## src/rtl/pcie_tx_mwr_if.sv

```systemverilog
// rtl/pcie_tx_mwr_if.sv - request, payload FIFO and TX stream bundle of the MWr TLP builder
interface pcie_tx_mwr_if;
  logic        req_valid;
  logic        req_ready;
  logic [60:0] req_addr;
  logic [4:0]  req_len;
  logic [63:0] data_in;
  logic [5:0]  data_level;
  logic        data_ready;
  logic        s_axis_tx_tready;
  logic [63:0] s_axis_tx_tdata;
  logic        s_axis_tx_1dw;
  logic        s_axis_tx_tlast;
  logic        s_axis_tx_tvalid;

  modport master (
    output req_valid, req_addr, req_len, data_in, data_level, s_axis_tx_tready,
    input  req_ready, data_ready, s_axis_tx_tdata, s_axis_tx_1dw, s_axis_tx_tlast, s_axis_tx_tvalid
  );

  modport slave (
    input  req_valid, req_addr, req_len, data_in, data_level, s_axis_tx_tready,
    output req_ready, data_ready, s_axis_tx_tdata, s_axis_tx_1dw, s_axis_tx_tlast, s_axis_tx_tvalid
  );
endinterface

```

## src/rtl/pcie_tx_mwr.sv

```systemverilog
// rtl/pcie_tx_mwr.sv - PCIe memory-write TLP builder streaming qwords from an FWFT FIFO
// ADDR64_EN enables 4DW headers for requests above 4 GiB; otherwise every TLP is 3DW.
module pcie_tx_mwr (
  input  logic         clock,
  input  logic         rst_n,
  input  logic [15:0]  pci_id,
  pcie_tx_mwr_if.slave bus,
  output logic         busy,
  output logic         err_len,
  output logic [15:0]  tlp_count
);

  typedef enum logic [2:0] {IDLE, HDR0, HDR1, DATA, TAIL} state_t;

  state_t      state;
  state_t      state_nxt;
  logic [28:0] addr_lo_q;
  logic [4:0]  len_q;
  logic [15:0] id_q;
  logic [4:0]  remaining;
  logic [31:0] prev_hi;
  logic [2:0]  fmt;
  logic        len_bad;
  logic        accept;
  logic        pop;
  logic        done;

`ifdef ADDR64_EN
  logic [31:0] addr_hi_q;
  logic        is4dw_q;
  assign fmt = is4dw_q ? 3'b011 : 3'b010;
`else
  logic unused_addr_hi;
  assign unused_addr_hi = ^bus.req_addr[60:29];
  assign fmt = 3'b010;
`endif

  assign len_bad        = (bus.req_len == 5'd0) || (bus.req_len > 5'd16);
  assign busy           = (state != IDLE);
  assign bus.data_ready = pop;

  always_ff @(posedge clock or negedge rst_n) begin
    if (!rst_n) begin
      state <= IDLE;
    end else begin
      state <= state_nxt;
    end
  end

  // Beat contents are combinational on state and latched fields; the FIFO head
  // only moves on a pop, so a stalled beat holds without extra registers.
  always_comb begin
    state_nxt            = state;
    accept               = 1'b0;
    pop                  = 1'b0;
    done                 = 1'b0;
    bus.req_ready        = 1'b0;
    err_len              = 1'b0;
    bus.s_axis_tx_tvalid = 1'b0;
    bus.s_axis_tx_tlast  = 1'b0;
    bus.s_axis_tx_1dw    = 1'b0;
    bus.s_axis_tx_tdata  = 64'h0;
    case (state)
      IDLE: begin
        if (rst_n && bus.req_valid) begin
          if (len_bad) begin
            bus.req_ready = 1'b1;
            err_len       = 1'b1;
          end else if (bus.data_level >= {1'b0, bus.req_len}) begin
            bus.req_ready = 1'b1;
            accept        = 1'b1;
            state_nxt     = HDR0;
          end
        end
      end
      HDR0: begin
        bus.s_axis_tx_tvalid = 1'b1;
        bus.s_axis_tx_tdata  = {id_q, 8'h00, 4'hF, 4'hF, fmt, 19'h0, 4'h0, len_q, 1'b0};
        if (bus.s_axis_tx_tready) begin
          state_nxt = HDR1;
        end
      end
      HDR1: begin
        bus.s_axis_tx_tvalid = 1'b1;
`ifdef ADDR64_EN
        if (is4dw_q) begin
          bus.s_axis_tx_tdata = {addr_lo_q, 3'b000, addr_hi_q};
          if (bus.s_axis_tx_tready) begin
            state_nxt = DATA;
          end
        end else
`endif
        begin
          bus.s_axis_tx_tdata = {bus.data_in[31:0], addr_lo_q, 3'b000};
          if (bus.s_axis_tx_tready) begin
            pop       = 1'b1;
            state_nxt = (remaining == 5'd1) ? TAIL : DATA;
          end
        end
      end
      DATA: begin
        bus.s_axis_tx_tvalid = 1'b1;
`ifdef ADDR64_EN
        if (is4dw_q) begin
          bus.s_axis_tx_tdata = bus.data_in;
          bus.s_axis_tx_tlast = (remaining == 5'd1);
          if (bus.s_axis_tx_tready) begin
            pop = 1'b1;
            if (remaining == 5'd1) begin
              done      = 1'b1;
              state_nxt = IDLE;
            end
          end
        end else
`endif
        begin
          // 3DW header leaves the payload misaligned by one DW: pair the
          // current low DW with the high DW kept from the previous qword.
          bus.s_axis_tx_tdata = {bus.data_in[31:0], prev_hi};
          if (bus.s_axis_tx_tready) begin
            pop = 1'b1;
            if (remaining == 5'd1) begin
              state_nxt = TAIL;
            end
          end
        end
      end
      TAIL: begin
        bus.s_axis_tx_tvalid = 1'b1;
        bus.s_axis_tx_tdata  = {32'h0, prev_hi};
        bus.s_axis_tx_tlast  = 1'b1;
        bus.s_axis_tx_1dw    = 1'b1;
        if (bus.s_axis_tx_tready) begin
          done      = 1'b1;
          state_nxt = IDLE;
        end
      end
      default: begin
        state_nxt = IDLE;
      end
    endcase
  end

  always_ff @(posedge clock or negedge rst_n) begin
    if (!rst_n) begin
      addr_lo_q <= 29'h0;
      len_q     <= 5'h0;
      id_q      <= 16'h0;
      remaining <= 5'h0;
      prev_hi   <= 32'h0;
      tlp_count <= 16'h0;
`ifdef ADDR64_EN
      addr_hi_q <= 32'h0;
      is4dw_q   <= 1'b0;
`endif
    end else begin
      if (accept) begin
        addr_lo_q <= bus.req_addr[28:0];
        len_q     <= bus.req_len;
        id_q      <= pci_id;
        remaining <= bus.req_len;
`ifdef ADDR64_EN
        addr_hi_q <= bus.req_addr[60:29];
        is4dw_q   <= |bus.req_addr[60:29];
`endif
      end
      if (pop) begin
        remaining <= remaining - 5'd1;
        prev_hi   <= bus.data_in[63:32];
      end
      if (done) begin
        tlp_count <= tlp_count + 16'd1;
      end
    end
  end

endmodule

```

## src/flat_wrapper.sv

```systemverilog
// flat-port wrapper written by rule: the top's interface ports become plain ports
module pcie_tx_mwr_flat 
  (clock, rst_n, pci_id, busy, err_len, tlp_count, bus_req_valid, bus_req_addr, bus_req_len, bus_data_in, bus_data_level, bus_s_axis_tx_tready, bus_req_ready, bus_data_ready, bus_s_axis_tx_tdata, bus_s_axis_tx_1dw, bus_s_axis_tx_tlast, bus_s_axis_tx_tvalid);
  pcie_tx_mwr_if bus_i ();
  input  logic clock;
  input  logic rst_n;
  input  logic [15:0] pci_id;
  output logic busy;
  output logic err_len;
  output logic [15:0] tlp_count;
  input wire logic [$bits(bus_i.req_valid)-1:0] bus_req_valid;
  input wire logic [$bits(bus_i.req_addr)-1:0] bus_req_addr;
  input wire logic [$bits(bus_i.req_len)-1:0] bus_req_len;
  input wire logic [$bits(bus_i.data_in)-1:0] bus_data_in;
  input wire logic [$bits(bus_i.data_level)-1:0] bus_data_level;
  input wire logic [$bits(bus_i.s_axis_tx_tready)-1:0] bus_s_axis_tx_tready;
  output wire logic [$bits(bus_i.req_ready)-1:0] bus_req_ready;
  output wire logic [$bits(bus_i.data_ready)-1:0] bus_data_ready;
  output wire logic [$bits(bus_i.s_axis_tx_tdata)-1:0] bus_s_axis_tx_tdata;
  output wire logic [$bits(bus_i.s_axis_tx_1dw)-1:0] bus_s_axis_tx_1dw;
  output wire logic [$bits(bus_i.s_axis_tx_tlast)-1:0] bus_s_axis_tx_tlast;
  output wire logic [$bits(bus_i.s_axis_tx_tvalid)-1:0] bus_s_axis_tx_tvalid;
  assign bus_i.req_valid = bus_req_valid;
  assign bus_i.req_addr = bus_req_addr;
  assign bus_i.req_len = bus_req_len;
  assign bus_i.data_in = bus_data_in;
  assign bus_i.data_level = bus_data_level;
  assign bus_i.s_axis_tx_tready = bus_s_axis_tx_tready;
  assign bus_req_ready = bus_i.req_ready;
  assign bus_data_ready = bus_i.data_ready;
  assign bus_s_axis_tx_tdata = bus_i.s_axis_tx_tdata;
  assign bus_s_axis_tx_1dw = bus_i.s_axis_tx_1dw;
  assign bus_s_axis_tx_tlast = bus_i.s_axis_tx_tlast;
  assign bus_s_axis_tx_tvalid = bus_i.s_axis_tx_tvalid;
  pcie_tx_mwr u_core (.clock(clock), .rst_n(rst_n), .pci_id(pci_id), .bus(bus_i), .busy(busy), .err_len(err_len), .tlp_count(tlp_count));
endmodule
```

## config.mk

```make
export PLATFORM = sky130hd
export DESIGN_NAME = pcie_tx_mwr_flat
export DESIGN_NICKNAME = d
export VERILOG_FILES = /design/src/rtl/pcie_tx_mwr_if.sv /design/src/rtl/pcie_tx_mwr.sv /design/src/flat_wrapper.sv
export SDC_FILE = /design/constraint.sdc
export NUM_CORES = 1
export LEC_CHECK = 0
export ABC_AREA = 1
export CAP_MARGIN = 40
export CELL_PAD_IN_SITES_DETAIL_PLACEMENT = 1
export CELL_PAD_IN_SITES_GLOBAL_PLACEMENT = 2
export CORE_MARGIN = 2
export CORE_UTILIZATION = 23
export CTS_BUF_LIST = sky130_fd_sc_hd__clkbuf_4 sky130_fd_sc_hd__clkbuf_8
export CTS_CLUSTER_SIZE = 8
export DETAILED_ROUTE_END_ITERATION = 10
export PLACE_DENSITY_LB_ADDON = 0.1
export SYNTH_ARGS = -nofsm -noshare
export SYNTH_HDL_FRONTEND = slang
export SYNTH_SLANG_ARGS = --single-unit
export TNS_END_PERCENT = 10
```

## constraint.sdc

```tcl
create_clock -name clock -period 1.8 [get_ports clock]
set_input_delay 0.36 -clock clock [delete_from_list [all_inputs] [get_ports clock]]
set_output_delay 0.36 -clock clock [all_outputs]
set_load 0.02 [all_outputs]
```

==> results.sh, run 1 <==
export IMPL_run_status="finished, violations left"
export IMPL_violations="setup timing"
export IMPL_htreeDepth=3
export IMPL_final_common_cell="nand2_1"
export IMPL_slowest_stage="dfrtp_1"
export IMPL_dr_pass1_iters=4
export IMPL_post_drt_wl_per_cell_um=15.8
export IMPL_final_cell_area_sq_mm=0.00884
export IMPL_die_w_um=158
export IMPL_cts_sinks=106
export IMPL_worst_path_largest_cell_delay_ns=0.43
export IMPL_r2r_end="u_core.prev_hi[18]"
export IMPL_cellPowerDensity_mw_per_mm2=1470
export IMPL_cts_root_buf="clkbuf_8"
export IMPL_reg2reg_depth=9
export IMPL_crit_path_end_kind="output pin"
export IMPL_reg2reg_setup_slack_ns=0.11
export IMPL_diodes=0
export IMPL_start_kind="register"
export IMPL_holdBufCountCts=0
export IMPL_required_ns=1.44
export IMPL_ys_types=30
export IMPL_utilization_pct=37.7
export IMPL_die_h_um=158
export IMPL_core_area_sq_mm=0.0235
export IMPL_clockBufferDepth=2
export IMPL_rows=56
export IMPL_ioPinCount=243
export IMPL_slew_headroom_pct=63.7
export IMPL_route_detailed_drc=0
export IMPL_hold_worst_slack_ns=0.0636
export IMPL_syn_num_nets=867
export IMPL_nets=1107
export IMPL_p_leak_nw=4.53
export IMPL_synth_simple_area_share_pct=24.8
export IMPL_fmax_mhz=483
export IMPL_antenna_found_initial=2
export IMPL_area_delta_synth_final_pct=61.0
export IMPL_finalPower_mw=13.0
export IMPL_drv_slew=0
export IMPL_layout_drive_gt1_share_pct=22.9
export IMPL_synth_top_family_by_area="simple AND/OR/NAND/NOR gates"
export IMPL_rsz0062_at_grt="yes"
export IMPL_die_area_sq_mm=0.0251
export IMPL_num_fill_cells=2793
export IMPL_clkSlewWorstSetupHoldPaths_ns=0.11
export IMPL_finClkSkew_ns=0.0180
export IMPL_grt_max_degree=56
export IMPL_drv_cap=0
export IMPL_grt_pass1_wl_mm=30.3
export IMPL_syn_instance_count=703
export IMPL_grt_pass1_vias=5833
export IMPL_synth_area_leaders="dfrtp_1, nand2_1, inv_1"
export IMPL_place_ws_ns=-0.853
export IMPL_worst_pin_slew_ns=0.544
export IMPL_ir_worst_vdd_mv=0.672
export IMPL_netlist_area_sq_mm=0.00549
export IMPL_ys_seq_area_share_pct=48.3
export IMPL_routed_via_density=4.31
export IMPL_synth_ff_latch_count=106
export IMPL_crit_chain="nor2_4, nand2_4, nand2_8, buf_8, a22o_1, buf_6"
export IMPL_ant_nets=0
export IMPL_clk_latency_ns=0.39
export IMPL_placed_area_sq_mm=0.00824
export IMPL_period_minus_slack_ns=2.07
export IMPL_synthXorXnorAreaFrac_pct=2.23
export IMPL_drt_iter0_drc=162
export IMPL_hp_class="in2async"
export IMPL_final_cell_mix="nand2_1, clkdlybuf4s50_1, dfrtp_1"
export IMPL_tritoncts="built"
export IMPL_synth_compound_area_share_pct=12.2
export IMPL_gp_congestion=0.765
export IMPL_wirelength_mm=20.0
export IMPL_crit_type="reg2out"
export IMPL_synth_fa_ha_area_share_pct=1.82
export IMPL_crit_path_max_fanout=9
export IMPL_syn_area_per_cell_sq_um=7.81
export IMPL_initial_core_util_pct=23.4
export IMPL_synth_top_area_share_pct=48.3
export IMPL_io_buffers=210
export IMPL_yosys_area_top_type="dfrtp_1"
export IMPL_yosysWarnings=0
export IMPL_crit_arrival_ns=1.71
export IMPL_dpl_hpwl_mm=14.9
export IMPL_synth_mux_area_share_pct=0
export IMPL_setup_slack_ns=-0.270
export IMPL_grt_total_usage_pct=15.6
export IMPL_overflow=0
export IMPL_period_share_pct=115
export IMPL_vias=5461
export IMPL_cts_buffers_inserted=9
export IMPL_finalHoldViolCount=0
export IMPL_setup_violations=69
export IMPL_reg2reg_from="u_core.state[2]"
-- where the power goes --
part	internal, mW	switching (mW)	total, mW
Clock	0.584	0.877	1.46
Combinational	3.46	4.07	7.53
Sequential	3.36	0.622	3.99
-- final cells by class --
cell class | count | area (sq um) | area share, %
inverter | 105 | 405 | 4.59
clock buffer | 12 | 153 | 1.73
sequential | 106 | 2650 | 30.0
timing repair buffer | 262 | 2690 | 30.5
multi-input combinational | 459 | 2500 | 28.3
tap | 319 | 399 | 4.52
clock inverter | 4 | 32.5 | 0.368
-- worst max-delay path, delay by kind of cell (launching register included) --
family	cells	cell delay, ns
compound gates	1	0.17
buf+inv	2	0.28
flops	1	0.43
simple gates	3	0.45
-- synth_stat cells --
master      n
nor2_4      3
nand2_2     2
ha_1        8
buf_4       2
dfrtp_1   106
nand3_1    24
nand3b_4    1
xor2_1      8
nor2_2      2
a22o_1     25
nor3b_1     1
buf_2      14
inv_1      95
a21oi_1     3
o21ai_1    44
clkbuf_1   12
nand3_4     1
nand4_1     5
a31oi_1     1
nand2_1   259
nor2_1     25
xnor2_1     6
inv_2       9
nand2_4     1
or2_0       1
buf_6       5
clkinv_2    1
o21ai_2    10
o21ai_0    24
nor3_1      5
-- flip-flops by register name (all words and copies together), names as in the netlist --
name,flops
u_core.remaining,5
u_core.id_q,16
u_core.len_q,5
u_core.state,3
u_core.addr_lo_q,29
u_core.tlp_count,16
u_core.prev_hi,32
-- kinds of logic (layout without fill, tap and decap cells) --
group,Yosys count,after routing
AOI/OAI and AO/OA,107,107
adders and majority gates,8,8
xor gates and xnor gates,14,14
buffers and inverters,138,383
and+or+nand+nor,330,330
DFF,106,106
-- through the flow --
| stage | setup TNS (ns) | std cells |
|---|---|---|
| floorplan | -0.243 | 703 |
| global placement | -54.47 | 1243 |
| detailed placement | -58.34 | 1244 |
| CTS | -15.77 | 1262 |
| global route | -20.01 | 1267 |
| finish | -12.53 | 1267 |
-- worst max path at each step --
stage	from	end	slack, ns	depth (start not counted)
floorplan	u_core.state[0]	bus_s_axis_tx_tdata[10]	-0.01	8
global placement	bus_req_len[3]	bus_req_ready	-0.78	8
detailed placement	bus_req_len[3]	bus_req_ready	-0.85	8
CTS	u_core.state[1]	bus_s_axis_tx_tdata[20]	-0.29	8
global route	u_core.state[0]	bus_s_axis_tx_tdata[9]	-0.37	7
finish	u_core.state[2]	bus_s_axis_tx_tdata[22]	-0.27	6
-- repair_timing --
action / CTS / global route
gates resized for setup: 417 / 108
setup buffers: 1 / 1
setup endpoints to repair: 169 / 128
gates cloned: 1 / 4
hold endpoints to repair: 0 / 0
pin swaps: 10 / 5
-- layer usage --
layer	wire, um	part of all wire (%)	track usage [%]
met2	9520	48	26.9
met3	1400	7.0	5.04
met5	9	0.045	0
met4	369	1.8	4.03
met1	8720	44	18.6
(Power assumes the default switching activity.)
==> run 2, diff against run 1 <==
--- a/config.mk
+++ b/config.mk
@@ -14,6 +14,7 @@
 export CTS_BUF_LIST = sky130_fd_sc_hd__clkbuf_4 sky130_fd_sc_hd__clkbuf_8
 export CTS_CLUSTER_SIZE = 8
 export DETAILED_ROUTE_END_ITERATION = 10
+export GPL_TIMING_DRIVEN = 0
 export PLACE_DENSITY_LB_ADDON = 0.1
 export SYNTH_ARGS = -nofsm -noshare
 export SYNTH_HDL_FRONTEND = slang
==> run 2 against run 1 <==
Effect of this change: the run still ends with setup timing left; die area stayed put; flip-flop and latch count unchanged; via count increased by 0.27%; non-clock buffer count grew 11; largest cell class unchanged; largest power group unchanged; highest routed layer unchanged.
==> results.sh, run 2 (synthesis gave the netlist of run 1 again) <==
export IMPL_reg_top3="u_core.prev_hi: 32 flops, u_core.addr_lo_q: 29 flops"
export IMPL_crit_arrival_ns=1.84
export IMPL_cellPowerDensity_mw_per_mm2=1490
export IMPL_nets=1118
export IMPL_final_cell_mix="nand2_1, clkdlybuf4s50_1, dfrtp_1"
export IMPL_route_detailed_drc=0
export IMPL_dr_pass1_iters=4
export IMPL_crit_type="reg2out"
export IMPL_final_common_cell="nand2_1"
export IMPL_p_leak_nw=4.55
export IMPL_slew_headroom_pct=74.6
export IMPL_period_share_pct=122
export IMPL_placed_area_sq_mm=0.00803
export IMPL_grt_max_degree=72
export IMPL_ioPinCount=243
export IMPL_wirelength_mm=21.5
export IMPL_start_kind="register"
export IMPL_ant_nets=0
export IMPL_finalPower_mw=13.2
export IMPL_drv_slew=0
export IMPL_finalHoldViolCount=0
export IMPL_crit_path_end_kind="output pin"
export IMPL_cts_root_buf="clkbuf_8"
export IMPL_grt_total_usage_pct=17.1
export IMPL_drt_iter0_drc=177
export IMPL_hp_class="in2reg"
export IMPL_violations="setup timing"
export IMPL_rows=56
export IMPL_die_w_um=158
export IMPL_worst_pin_slew_ns=0.382
export IMPL_gp_congestion=0.804
export IMPL_grt_pass1_wl_mm=32.6
export IMPL_setup_tns_ns=-25.15
export IMPL_die_h_um=158
export IMPL_diodes=0
export IMPL_largest_reg_flops=32
export IMPL_vias=5476
export IMPL_tritoncts="built"
export IMPL_cts_buffers_inserted=9
export IMPL_run_status="finished, violations left"
export IMPL_routed_via_density=4.28
export IMPL_ir_worst_vdd_mv=0.457
export IMPL_clkSlewWorstSetupHoldPaths_ns=0.12
export IMPL_clockBufferDepth=2
export IMPL_drv_cap=0
export IMPL_setup_slack_ns=-0.403
export IMPL_cts_sinks=106
export IMPL_grt_pass1_vias=5836
export IMPL_required_ns=1.44
export IMPL_htreeDepth=3
export IMPL_overflow=0
export IMPL_area_delta_synth_final_pct=61.3
export IMPL_core_area_sq_mm=0.0235
export IMPL_period_minus_slack_ns=2.20
export IMPL_setup_violations=125
export IMPL_rsz0062_at_grt="yes"
export IMPL_post_drt_wl_per_cell_um=16.8
export IMPL_clk_latency_ns=0.40
export IMPL_regMostFlops="u_core.prev_hi"
export IMPL_finClkSkew_ns=0.0185
export IMPL_layout_drive_gt1_share_pct=22.3
export IMPL_antenna_found_initial=2
export IMPL_io_buffers=210
export IMPL_die_area_sq_mm=0.0251
export IMPL_fmax_mhz=454
export IMPL_place_ws_ns=-0.987
export IMPL_crit_path_max_fanout=5
export IMPL_final_cell_area_sq_mm=0.00885
export IMPL_dpl_hpwl_mm=16.0
export IMPL_initial_core_util_pct=23.4
[run 2: changes by cell type in the layout (fill, tap and decap cells not counted), sizes merged]
cell / delta
dlygate4sd2: -4
clkinvlp: -2
clkdlybuf4s50: +4
buf: +1
dlygate4sd3: +1
inv: +1
clkinv: +1
clkbuf: +9
[run 2: final cells by class]
type | count | area (sq um)
inverters | 105 | 414
clock inverters | 4 | 35.0
flip-flops and latches | 106 | 2650
repair buffers | 240 | 2430
clock buffers | 12 | 153
multi-input cells | 459 | 2410
fillers | 2805 | 14600
plain buffers | 33 | 364
well taps | 319 | 399
[run 2: repair_timing]
action,CTS,global route
gates cloned,4,1
hold buffers,2,0
gates resized for setup,506,48
endpoints found under the setup margin,158,163
hold endpoints to repair,35,0
setup buffers,13,9
pin swaps,10,8
[run 2: where the power goes]
part | leakage (nW) | internal, mW | switching (mW)
clock network | 0.0984 | 0.590 | 0.907
logic | 3.11 | 3.56 | 4.14
registers | 1.34 | 3.37 | 0.647
total | 4.55 | 7.52 | 5.70
[run 2: critical path, stage by stage, from the launching register on]
cell	delay, ns
dfrtp_1	0.39
buf_6	0.13
clkinv_4	0.05
nand2_4	0.06
nor2_4	0.14
inv_4	0.07
nand2_8	0.10
buf_6	0.13
buf_16	0.11
a22o_1	0.14
buf_6	0.12
[run 2: layer usage]
metal / GRT usage, % / part of all wire (%)
met5: 0 / 0.056
met4: 4.80 / 1.4
met3: 3.81 / 6.0
met2: 28.5 / 47
met1: 22.3 / 46
[run 2: per-stage QoR]
step / instances / utilization [%] / hold WS [ns]
after floorplan: 703 / - / 0.0644
after CTS: 1268 / 36.8 / 0.423
after global routing: 1278 / 37.7 / 0.366
final: 1278 / 37.7 / 0.337
after detailed placement: 1233 / 34.2 / 0.304
after global placement: 1232 / 34.1 / 0.455
[run 2: path summary, 6_finish.rpt]
kind	start	endpoint	slack, ns	depth (start not counted)
worst min register to register	u_core.prev_hi[12]	u_core.prev_hi[12]	0.48	2
worst min-delay path	bus_req_len[0]	u_core.len_q[0]	0.34	3
worst max-delay path	u_core.state[0]	bus_s_axis_tx_tdata[16]	-0.40	10
max in group asynchronous	rst_n	u_core.prev_hi[15]	0.77	3
min in group asynchronous	rst_n	u_core.id_q[12]	0.64	3
worst max register to register	u_core.state[0]	u_core.id_q[1]	0	11
